[src/rtl/row_cache_lru_pkg.sv]
// Shared types for the fully-associative DRAM row cache.
package row_cache_lru_pkg;

    typedef enum logic [2:0] {
        IDLE,
        LOOKUP,
        WB,
        FILL,
        ACCESS,
        FLUSH_SCAN,
        FLUSH_WB
    } state_t;

    typedef enum logic {
        READ,
        WRITE
    } op_t;

endpackage

[src/rtl/row_cache_lru_if.sv]
// Request/response and backing-store handshake bundle for the row cache.
interface row_cache_lru_if #(
    parameter int CHWIDTH   = 5,
    parameter int ADDRWIDTH = 17
);
    logic                 RD;
    logic                 WR;
    logic                 flush;
    logic [ADDRWIDTH-1:0] RowId;
    logic                 sync;
    logic [CHWIDTH-1:0]   cRowId;
    logic                 hit;
    logic                 done;
    logic                 hold;
    logic                 wbReq;
    logic [ADDRWIDTH-1:0] wbRowId;
    logic                 fillReq;
    logic [ADDRWIDTH-1:0] fillRowId;
    logic                 flushDone;

    modport master (
        output RD, WR, flush, RowId, sync,
        input  cRowId, hit, done, hold, wbReq, wbRowId, fillReq, fillRowId, flushDone
    );

    modport slave (
        input  RD, WR, flush, RowId, sync,
        output cRowId, hit, done, hold, wbReq, wbRowId, fillReq, fillRowId, flushDone
    );
endinterface

[src/rtl/row_cache_lru_age_array.sv]
// True-LRU age table: ages stay a permutation of 0..CHROWS-1; picks the replacement victim.
module lru_age_array #(
    parameter int CHWIDTH = 5
) (
    input  logic                      clk,
    input  logic                      rst,
    input  logic [(1<<CHWIDTH)-1:0]   valid,
    input  logic                      en,
    input  logic [CHWIDTH-1:0]        idx,
    output logic [CHWIDTH-1:0]        victim
);
    localparam int CHROWS = 1 << CHWIDTH;

    logic [CHWIDTH-1:0] age [CHROWS];
    logic               found;

    // Touching a slot makes it youngest; only slots younger than it age by one.
    always_ff @(posedge clk or posedge rst) begin
        if (rst) begin
            for (int i = 0; i < CHROWS; i++) age[i] <= CHWIDTH'(i);
        end else if (en) begin
            for (int i = 0; i < CHROWS; i++) begin
                if (CHWIDTH'(i) == idx)
                    age[i] <= '0;
                else if (age[i] < age[idx])
                    age[i] <= age[i] + 1'b1;
            end
        end
    end

    always_comb begin
        victim = '0;
        found  = 1'b0;
        for (int i = 0; i < CHROWS; i++) begin
            if (!valid[i] && !found) begin
                victim = CHWIDTH'(i);
                found  = 1'b1;
            end
        end
        if (!found) begin
            for (int i = 0; i < CHROWS; i++) begin
                if (age[i] == '1) victim = CHWIDTH'(i);
            end
        end
    end
endmodule

[src/rtl/row_cache_lru.sv]
// Fully-associative DRAM row cache with true-LRU replacement, dirty writeback and flush.
module row_cache_lru
    import row_cache_lru_pkg::*;
#(
    parameter int CHWIDTH   = 5,
    parameter int ADDRWIDTH = 17
) (
    input  logic            clk,
    input  logic            rst,
    row_cache_lru_if.slave  bus
);
    localparam int CHROWS = 1 << CHWIDTH;

    typedef struct packed {
        logic                 valid;
        logic                 dirty;
        logic [ADDRWIDTH-1:0] rowaddr;
    } slot_t;

    slot_t                slots [CHROWS];
    state_t               state, next;
    op_t                  op;
    logic [ADDRWIDTH-1:0] row;
    logic [CHWIDTH-1:0]   slot;
    logic [CHWIDTH-1:0]   ptr;
    logic [CHWIDTH-1:0]   victim;
    logic [CHWIDTH-1:0]   hit_idx;
    logic                 lookup_hit;
    logic                 hit_r;
    logic                 flush_done_r;
    logic [CHROWS-1:0]    valid_vec;

    lru_age_array #(.CHWIDTH(CHWIDTH)) u_age (
        .clk    (clk),
        .rst    (rst),
        .valid  (valid_vec),
        .en     (state == ACCESS),
        .idx    (slot),
        .victim (victim)
    );

    always_comb begin
        valid_vec  = '0;
        lookup_hit = 1'b0;
        hit_idx    = '0;
        for (int i = 0; i < CHROWS; i++) begin
            valid_vec[i] = slots[i].valid;
            if (slots[i].valid && slots[i].rowaddr == row) begin
                lookup_hit = 1'b1;
                hit_idx    = CHWIDTH'(i);
            end
        end
    end

    always_ff @(posedge clk or posedge rst) begin
        if (rst) state <= IDLE;
        else     state <= next;
    end

    always_comb begin
        next = state;
        case (state)
            IDLE:       if (bus.flush) next = FLUSH_SCAN;
                        else if (bus.WR || bus.RD) next = LOOKUP;
            LOOKUP:     if (lookup_hit) next = ACCESS;
                        else if (slots[victim].valid && slots[victim].dirty) next = WB;
                        else next = FILL;
            WB:         if (bus.sync) next = FILL;
            FILL:       if (bus.sync) next = ACCESS;
            ACCESS:     next = IDLE;
            FLUSH_SCAN: if (slots[ptr].valid && slots[ptr].dirty) next = FLUSH_WB;
                        else if (ptr == '1) next = IDLE;
            FLUSH_WB:   if (bus.sync) next = FLUSH_SCAN;
            default:    next = IDLE;
        endcase
    end

    // Datapath: request latch, slot table, flush pointer. A flushed slot is re-examined once clean.
    always_ff @(posedge clk or posedge rst) begin
        if (rst) begin
            op           <= READ;
            row          <= '0;
            slot         <= '0;
            ptr          <= '0;
            hit_r        <= 1'b0;
            flush_done_r <= 1'b0;
            for (int i = 0; i < CHROWS; i++) slots[i] <= '0;
        end else begin
            flush_done_r <= 1'b0;
            case (state)
                IDLE: begin
                    if (bus.flush) begin
                        ptr <= '0;
                    end else if (bus.WR) begin
                        op  <= WRITE;
                        row <= bus.RowId;
                    end else if (bus.RD) begin
                        op  <= READ;
                        row <= bus.RowId;
                    end
                end
                LOOKUP: begin
                    slot  <= lookup_hit ? hit_idx : victim;
                    hit_r <= lookup_hit;
                end
                WB: if (bus.sync) begin
                    slots[slot].valid <= 1'b0;
                    slots[slot].dirty <= 1'b0;
                end
                FILL: if (bus.sync) begin
                    slots[slot].valid   <= 1'b1;
                    slots[slot].dirty   <= 1'b0;
                    slots[slot].rowaddr <= row;
                end
                ACCESS: if (op == WRITE) slots[slot].dirty <= 1'b1;
                FLUSH_SCAN: begin
                    if (!(slots[ptr].valid && slots[ptr].dirty)) begin
                        if (ptr == '1) flush_done_r <= 1'b1;
                        else           ptr <= ptr + 1'b1;
                    end
                end
                FLUSH_WB: if (bus.sync) slots[ptr].dirty <= 1'b0;
                default: ;
            endcase
        end
    end

    always_comb begin
        bus.done      = (state == ACCESS);
        bus.hold      = (state == WB) || (state == FILL) || (state == FLUSH_WB);
        bus.wbReq     = (state == WB) || (state == FLUSH_WB);
        bus.fillReq   = (state == FILL);
        bus.fillRowId = row;
        bus.cRowId    = slot;
        bus.hit       = hit_r;
        bus.flushDone = flush_done_r;
        bus.wbRowId   = '0;
        if (state == WB)            bus.wbRowId = slots[slot].rowaddr;
        else if (state == FLUSH_WB) bus.wbRowId = slots[ptr].rowaddr;
    end
endmodule

[src/flat_wrapper.sv]
// flat-port wrapper written by rule: the top's interface ports become plain ports
module row_cache_lru_flat import row_cache_lru_pkg::*;
#(
    parameter int CHWIDTH   = 5,
    parameter int ADDRWIDTH = 17
)
  (clk, rst, bus_RD, bus_WR, bus_flush, bus_RowId, bus_sync, bus_cRowId, bus_hit, bus_done, bus_hold, bus_wbReq, bus_wbRowId, bus_fillReq, bus_fillRowId, bus_flushDone);
  row_cache_lru_if #(.CHWIDTH(CHWIDTH), .ADDRWIDTH(ADDRWIDTH)) bus_i ();
  input  logic clk;
  input  logic rst;
  input wire logic [$bits(bus_i.RD)-1:0] bus_RD;
  input wire logic [$bits(bus_i.WR)-1:0] bus_WR;
  input wire logic [$bits(bus_i.flush)-1:0] bus_flush;
  input wire logic [$bits(bus_i.RowId)-1:0] bus_RowId;
  input wire logic [$bits(bus_i.sync)-1:0] bus_sync;
  output wire logic [$bits(bus_i.cRowId)-1:0] bus_cRowId;
  output wire logic [$bits(bus_i.hit)-1:0] bus_hit;
  output wire logic [$bits(bus_i.done)-1:0] bus_done;
  output wire logic [$bits(bus_i.hold)-1:0] bus_hold;
  output wire logic [$bits(bus_i.wbReq)-1:0] bus_wbReq;
  output wire logic [$bits(bus_i.wbRowId)-1:0] bus_wbRowId;
  output wire logic [$bits(bus_i.fillReq)-1:0] bus_fillReq;
  output wire logic [$bits(bus_i.fillRowId)-1:0] bus_fillRowId;
  output wire logic [$bits(bus_i.flushDone)-1:0] bus_flushDone;
  assign bus_i.RD = bus_RD;
  assign bus_i.WR = bus_WR;
  assign bus_i.flush = bus_flush;
  assign bus_i.RowId = bus_RowId;
  assign bus_i.sync = bus_sync;
  assign bus_cRowId = bus_i.cRowId;
  assign bus_hit = bus_i.hit;
  assign bus_done = bus_i.done;
  assign bus_hold = bus_i.hold;
  assign bus_wbReq = bus_i.wbReq;
  assign bus_wbRowId = bus_i.wbRowId;
  assign bus_fillReq = bus_i.fillReq;
  assign bus_fillRowId = bus_i.fillRowId;
  assign bus_flushDone = bus_i.flushDone;
  row_cache_lru #(.CHWIDTH(CHWIDTH), .ADDRWIDTH(ADDRWIDTH)) u_core (.clk(clk), .rst(rst), .bus(bus_i));
endmodule
[config.mk]
export PLATFORM = sky130hd
export DESIGN_NAME = row_cache_lru_flat
export DESIGN_NICKNAME = d
export VERILOG_FILES = /design/src/rtl/row_cache_lru_pkg.sv /design/src/rtl/row_cache_lru_if.sv /design/src/rtl/row_cache_lru_age_array.sv /design/src/rtl/row_cache_lru.sv /design/src/flat_wrapper.sv
export SDC_FILE = /design/constraint.sdc
export NUM_CORES = 2
export LEC_CHECK = 0
export CORE_MARGIN = 1.5
export CORE_UTILIZATION = 45
export CTS_CLUSTER_DIAMETER = 120
export DETAILED_ROUTE_END_ITERATION = 6
export GPL_TIMING_DRIVEN = 0
export PLACE_DENSITY_LB_ADDON = 0.08
export SLEW_MARGIN = 20
export SYNTH_ARGS = -nofsm -noshare
export SYNTH_HDL_FRONTEND = slang
export SYNTH_SLANG_ARGS = --single-unit
[constraint.sdc]
create_clock -name clk -period 37.9 [get_ports clk]
set_input_delay 5.685 -clock clk [delete_from_list [all_inputs] [get_ports clk]]
set_output_delay 5.685 -clock clk [all_outputs]
set_load 0.05 [all_outputs]
**Yosys cells after proc, flatten, opt, wreduce, memory -nomap -nowiden**

Index checks and enable logic that the tools add are counted.
W data, S select, Z words.

- Register bits: 801
- Bits of input ports: 23
- Output and inout bits: 45
- Logic and storage cells: 804

- Add/sub/neg operators: 33
- Magnitude comparators: 37
- Eq/ne operators: 111
- Multiplexer cells: 279
- Bitwise logic cells: 4
- Reduce and logical (&&, ||, !) cells: 205

Operators by type and width:

| operator | count |
|---|---|
| $bwmux W608 | 7 |
| $mux W608 | 4 |
| $pmux W608 S4 | 1 |
| $mux W5 | 149 |
| $eq A17 B17 Y1 | 32 |
| $demux W19 S5 | 4 |
| $bmux W19 S5 | 3 |
| $add A5 B1 Y5 const B | 33 |
| $eq A5 B5 Y1 const B | 33 |
| $lt A5 B5 Y1 | 32 |
| $mux W17 | 7 |
| $mux W19 | 5 |
| $eq A5 B5 Y1 const A | 16 |
| $mux W1 | 72 |
| $reduce_bool A2 Y1 | 34 |
| $logic_and A1 B1 Y1 | 67 |
| $reduce_and A2 Y1 | 32 |
| $logic_not A1 Y1 | 61 |
| $eq A4 B5 Y1 const A | 8 |
| $mux W18 | 2 |
| $mux W3 | 12 |
| $mux W4 | 8 |
| $bmux W5 S5 | 1 |
| $eq A3 B5 Y1 const A | 4 |
| other kinds (23) | 42 |

**Depth between registers and ports, before layout**

- Depth after elaboration: 134
- Depth in mapped cells: 16
- Depth with buffers taken out: 13

**Modules after synthesis**

A second synthesis with hierarchy kept.

- Cells, all modules: 4902
- Area, all modules: 56476.7 um2

Modules (own cells, without submodules):

| module | times used | cells each | area an instance (um2) | sequential area each (um2) |
|---|---|---|---|---|
| row_cache_lru | 1 | 3370 | 42442.0 | 16040.4 |
| lru_age_array | 1 | 1532 | 14034.7 | 4103.9 |

**Least setup slack after synthesis**

Ideal clock, no wire load.

- Path kind: register to output
- From: register u_core.slot[1] (netlist: u_core.bus.cRowId[1])
- To: output port bus_wbRowId[13]
- Data arrival time: 3597 ps
- Required time: 32215 ps
- Setup slack: 28618 ps
- Stages on the path, launching flop included: 9
- Path buffers: 4
- Cells stage by stage: dfrtp_1 > buf_6 > buf_2 > buf_2 > buf_1 > mux4_2 > mux4_2 > a211oi_1 > a311oi_1

- Word-level cells in the longest chain between the ends: 5

Ends and longest elaborated chain:

| element | RTL line | text |
|---|---|---|
| start: declaration | row_cache_lru.sv:24 | `logic [CHWIDTH-1:0] slot;` |
| start signal: assignment | row_cache_lru.sv:103 | `slot <= lookup_hit ? hit_idx : victim;` |
| $not A5 Y6 (not written as such) | row_cache_lru.sv:138 | `if (state == WB) bus.wbRowId = slots[slot].rowaddr;` |
| $bmux W19 S5 | row_cache_lru.sv:138 |  |
| $mux W17 (not written as such) (2 in a row) | row_cache_lru.sv:138 |  |
| $mux W17 | row_cache_lru.sv:138 |  |
| end: declaration | flat_wrapper.sv:21 | `output wire logic [$bits(bus_i.wbRowId)-1:0] bus_wbRowId;` |

Every way passes these cells. The select of a mux whose other input is x is not followed.

**Final worst setup path**

- From: register u_core.slot[0] (netlist: u_core.bus.cRowId[0])
- To: output port bus_wbRowId[2]

The elaborated chain is that of the path after synthesis.

==> report_table.html <==
<table>
<tr><th>Metric</th><th>Value</th></tr>
<tr><th colspan="2">Status</th></tr>
<tr><td>Result of the run</td><td>complete, but fails checks</td></tr>
<tr><td>Violations in the final reports</td><td>DRC</td></tr>
<tr><th colspan="2">Drt</th></tr>
<tr><td>Vias per Instance</td><td>6.94</td></tr>
<tr><td>Remaining DRCs</td><td>1</td></tr>
<tr><td>Routed vias</td><td>46,800</td></tr>
<tr><td>Post-Route WL</td><td>281,000 um</td></tr>
<tr><td>Count of nets left with antenna violations after detail routing</td><td>0</td></tr>
<tr><td>Drt pass-1 iters</td><td>7</td></tr>
<tr><td>Average detailed-routed wire length per instance</td><td>41.7 um</td></tr>
<tr><td>Iteration-0 DRC count of the detailed router</td><td>5,913</td></tr>
<tr><th colspan="2">Setup path</th></tr>
<tr><td>Crit. End Element</td><td>output port</td></tr>
<tr><td>Path depth of the worst reg2reg path</td><td>16</td></tr>
<tr><td>WP data required</td><td>32,220 ps</td></tr>
<tr><td>Startpoint of the worst-slack reg-to-reg timing path</td><td>u_core.bus.cRowId[1]</td></tr>
<tr><td>Setup slack, reg-to-reg</td><td>30,260 ps</td></tr>
<tr><td>Kind of critical path</td><td>flop to output port</td></tr>
<tr><td>Worst reg2reg endpoint</td><td>u_core.u_age.age[65]</td></tr>
<tr><td>Startpoint of the most critical setup path</td><td>u_core.bus.cRowId[0]</td></tr>
<tr><td>Critical-path maximum fanout</td><td>10</td></tr>
<tr><td>Arrival time reported for the critical path endpoint</td><td>6680 ps</td></tr>
<tr><td>End point of the critical path</td><td>bus_wbRowId[2]</td></tr>
<tr><td>Setup crit start kind</td><td>flop</td></tr>
<tr><th colspan="2">Synth</th></tr>
<tr><td>Number of flops mapped to enable cells by yosys</td><td>0</td></tr>
<tr><td>Leading cell types by total area after synthesis</td><td>dfrtp_1 (33%), mux4_2 (15%), mux2_2 (12%)</td></tr>
<tr><td>Cell type contributing the most total cell area after synthesis</td><td>dfrtp_1</td></tr>
<tr><td>Count of distinct cell types in the synthesized netlist</td><td>78</td></tr>
<tr><td>Synthesis warning total</td><td>0</td></tr>
<tr><td>Area share of the largest cell type after synthesis</td><td>32.5%</td></tr>
<tr><td>Share of synthesized registers carrying an async set or reset</td><td>100%</td></tr>
<tr><td>FF+latch count, synth</td><td>801</td></tr>
<tr><td>Syn_area_per_cell</td><td>11.5 um2</td></tr>
<tr><td>Post-synthesis instance area</td><td>55,500 um2</td></tr>
<tr><td>Portion of the post-synthesis area used by sequential elements</td><td>36.3%</td></tr>
<tr><td>Most frequent cells after synthesis</td><td>dfrtp_1 (721), mux2_2 (585), xnor2_1 (408)</td></tr>
<tr><td>Most used DFF post-synth</td><td>dfrtp_1</td></tr>
<tr><td>Synthesized Nets</td><td>5,038</td></tr>
<tr><td>Most repeated cell in the gate-level netlist after synthesis</td><td>dfrtp_1</td></tr>
<tr><td>Synth Instances</td><td>4,818</td></tr>
<tr><th colspan="2">Die</th></tr>
<tr><td>Site row count</td><td>128</td></tr>
<tr><td>Vert. Die Dim</td><td>354 um</td></tr>
<tr><td>Die area</td><td>125,000 um2</td></tr>
<tr><td>Area of the core region</td><td>122,000 um2</td></tr>
<tr><td>Effective utilization at floorplan</td><td>45.5%</td></tr>
<tr><td>Number of I/O pins</td><td>68</td></tr>
<tr><td>X dimension of the die</td><td>354 um</td></tr>
<tr><th colspan="2">Clocking</th></tr>
<tr><td>TritonCTS clock tree</td><td>built</td></tr>
<tr><td>Cts bufs inserted</td><td>98</td></tr>
<tr><td>Maximum level of the CTS H-tree</td><td>3</td></tr>
<tr><td>Clock-pin transition on the worst setup and hold timing paths</td><td>60 ps</td></tr>
<tr><td>Clock network latency to the later pin of the worst-skew pair</td><td>740 ps</td></tr>
<tr><td>Clk sink count</td><td>801</td></tr>
<tr><td>Clock buffer depth</td><td>3</td></tr>
<tr><td>Post-CTS Setup Bufs</td><td>0</td></tr>
<tr><td>Clock root cell</td><td>clkbuf_16</td></tr>
<tr><td># hold bufs at CTS</td><td>0</td></tr>
<tr><td>Post-cts sizing count</td><td>0</td></tr>
<tr><th colspan="2">Hold path</th></tr>
<tr><td>Hold path startpoint</td><td>u_core.u_age.age[93]</td></tr>
<tr><td>Hold Path Class</td><td>flop to flop</td></tr>
<tr><th colspan="2">GRT</th></tr>
<tr><td>Global-route wire length before repair</td><td>381,000 um</td></tr>
<tr><td>Gr usage total</td><td>44.5%</td></tr>
<tr><td>Number of global-route vias before repair</td><td>45,200</td></tr>
<tr><td>Pin count of the biggest net entering global routing</td><td>98</td></tr>
<tr><td>Total congestion overflow</td><td>0</td></tr>
<tr><td>Initial antenna violation count</td><td>8</td></tr>
<tr><th colspan="2">Timing</th></tr>
<tr><td>Final number of hold-violating endpoints</td><td>0</td></tr>
<tr><td>Normalized max-slew margin</td><td>14.4%</td></tr>
<tr><td>Final worst path period need</td><td>12,370 ps</td></tr>
<tr><td>Transition at the pin with the smallest max-transition slack</td><td>1280 ps</td></tr>
<tr><td>Setup repair after global routing missed its margin</td><td>false</td></tr>
<tr><td>Final critical-path share of the clock period</td><td>32.6%</td></tr>
<tr><td>Achievable clock frequency</td><td>0.0809 GHz</td></tr>
<tr><td>Max Transition Viols Final</td><td>0</td></tr>
<tr><td>Worst clock skew</td><td>27.4 ps</td></tr>
<tr><td>Endpoints failing setup</td><td>0</td></tr>
<tr><th colspan="2">Placement</th></tr>
<tr><td>Placed wire-length estimate after detailed placement</td><td>225,000 um</td></tr>
<tr><td>Instance count after placement with tap cells included</td><td>6,546</td></tr>
<tr><td>Placer's final routability congestion estimate</td><td>1.05</td></tr>
<tr><td>PortBufs</td><td>67</td></tr>
<tr><th colspan="2">Power</th></tr>
<tr><td>Worst supply voltage drop on vdd</td><td>0.0000484 V</td></tr>
<tr><td>Leakage power total</td><td>26.2 nW</td></tr>
<tr><td>Power density over the cells</td><td>69.2 nW/um2</td></tr>
<tr><td>Overall power</td><td>0.00432 W</td></tr>
<tr><th colspan="2">Cells and area</th></tr>
<tr><td>Fin nets</td><td>5,243</td></tr>
<tr><td>Final instance count without filler cells</td><td>6,734</td></tr>
<tr><td>Reg area</td><td>20,100 um2</td></tr>
<tr><td>Proportion of layout cells with a drive suffix above 1</td><td>30.1%</td></tr>
<tr><td>Count of filler cells inserted in the layout</td><td>11,100</td></tr>
<tr><td>Area growth, synth to finish</td><td>12.7%</td></tr>
<tr><td>Total area of multi-input combinational cells</td><td>33,700 um2</td></tr>
<tr><th colspan="2">Run</th></tr>
<tr><td>Max cap viols</td><td>0</td></tr>
</table>
-- routing by layer --
metal | vias to the layer above | track usage [%] | share of wire (%)
met5 | - | 0 | 0.0046
met4 | 2 | 30.5 | 8.5
met3 | 856 | 14.3 | 11
met2 | 3042 | 65.7 | 43
met1 | 24100 | 55.5 | 38
li1 | 18800 | - | -
-- area by class of cell --
type / count / share of cell area (%)
Tap cell: 1625 / 3.25
Inverter: 43 / 0.270
Antenna cell: 7 / 0.0280
Sequential cell: 801 / 32.2
Multi-Input combinational cell: 3636 / 53.9
Clock buffer: 136 / 4.50
Buffer: 338 / 2.72
Clock inverter: 43 / 0.916
Timing Repair Buffer: 105 / 2.17
-- critical path, cell delays in order, from the launching register on --
cell             delay, ps
dfrtp_1                550
buf_2                  340
buf_4                  320
buf_2                  450
buf_2                  770
buf_2                  710
mux4_2                 390
mux4_2                 320
a211oi_1                90
a211oi_1               960
clkdlybuf4s50_1        980
-- how the worst min path moves through the flow --
| stage | endpoint | cells past startpoint |
|---|---|---|
| after floorplan | u_core.u_age.age[13] | 2 |
| after global placement | u_core.u_age.age[18] | 2 |
| after detailed placement | u_core.u_age.age[98] | 2 |
| after CTS | u_core.u_age.age[98] | 2 |
| after global routing | u_core.u_age.age[2] | 2 |
| final | u_core.u_age.age[93] | 2 |
-- power by group --
group | internal, W | switching (W)
Clock | 0.000589 | 0.000427
Combinational | 0.000645 | 0.00161
Sequential | 0.000933 | 0.000123
Total | 0.00217 | 0.00216
-- layout by cell type (no fill, tap or decap), drive strengths merged, types with 10 or more instances in the layout --
cell type,instances
o21ai,215
nand4b,12
a21oi,139
nor3,117
clkdlybuf4s50,67
a31oi,48
xnor2,408
a21o,16
o211ai,40
dfrtp,721
o31ai,29
nor2,184
a22o,63
xor2,139
clkbuf,283
and3,76
buf,229
dfstp,80
nor4,52
mux2,595
nor3b,26
a221oi,13
nand2b,13
nand2,303
mux2i,60
ha,197
clkinv,23
inv,47
o22ai,14
nand3,33
nand4,252
mux4,374
a211oi,65
nor2b,27
bufinv,10
a22oi,11
or2,30
-- per-stage QoR --
step	hold WS [ps]	util [%]	setup TNS (ps)	cell area, um2	setup WS (ps)
final	500	51.2	0	62500	25530
after global routing	520	51.2	0	62500	25550
after CTS	499	51.2	0	62400	25820
after detailed placement	490	48.4	0	59100	26620
after global placement	486	47.7	-1388320	58200	-2130
after floorplan	462	-	0	55500	9850
-- kinds of logic (layout without fill, tap and decap cells) --
group | after synthesis | after routing | synth area share, %
xor+xnor | 547 | 547 | 8.63
compound gates | 705 | 705 | 8.16
simple gates | 1158 | 1158 | 10.8
fa+ha+maj | 197 | 197 | 4.44
other cells | 0 | 7 | 0
flops | 801 | 801 | 36.3
buf+inv | 381 | 665 | 3.28
mux | 1029 | 1029 | 28.4
No activity file was read; power rests on OpenSTA's default activity.
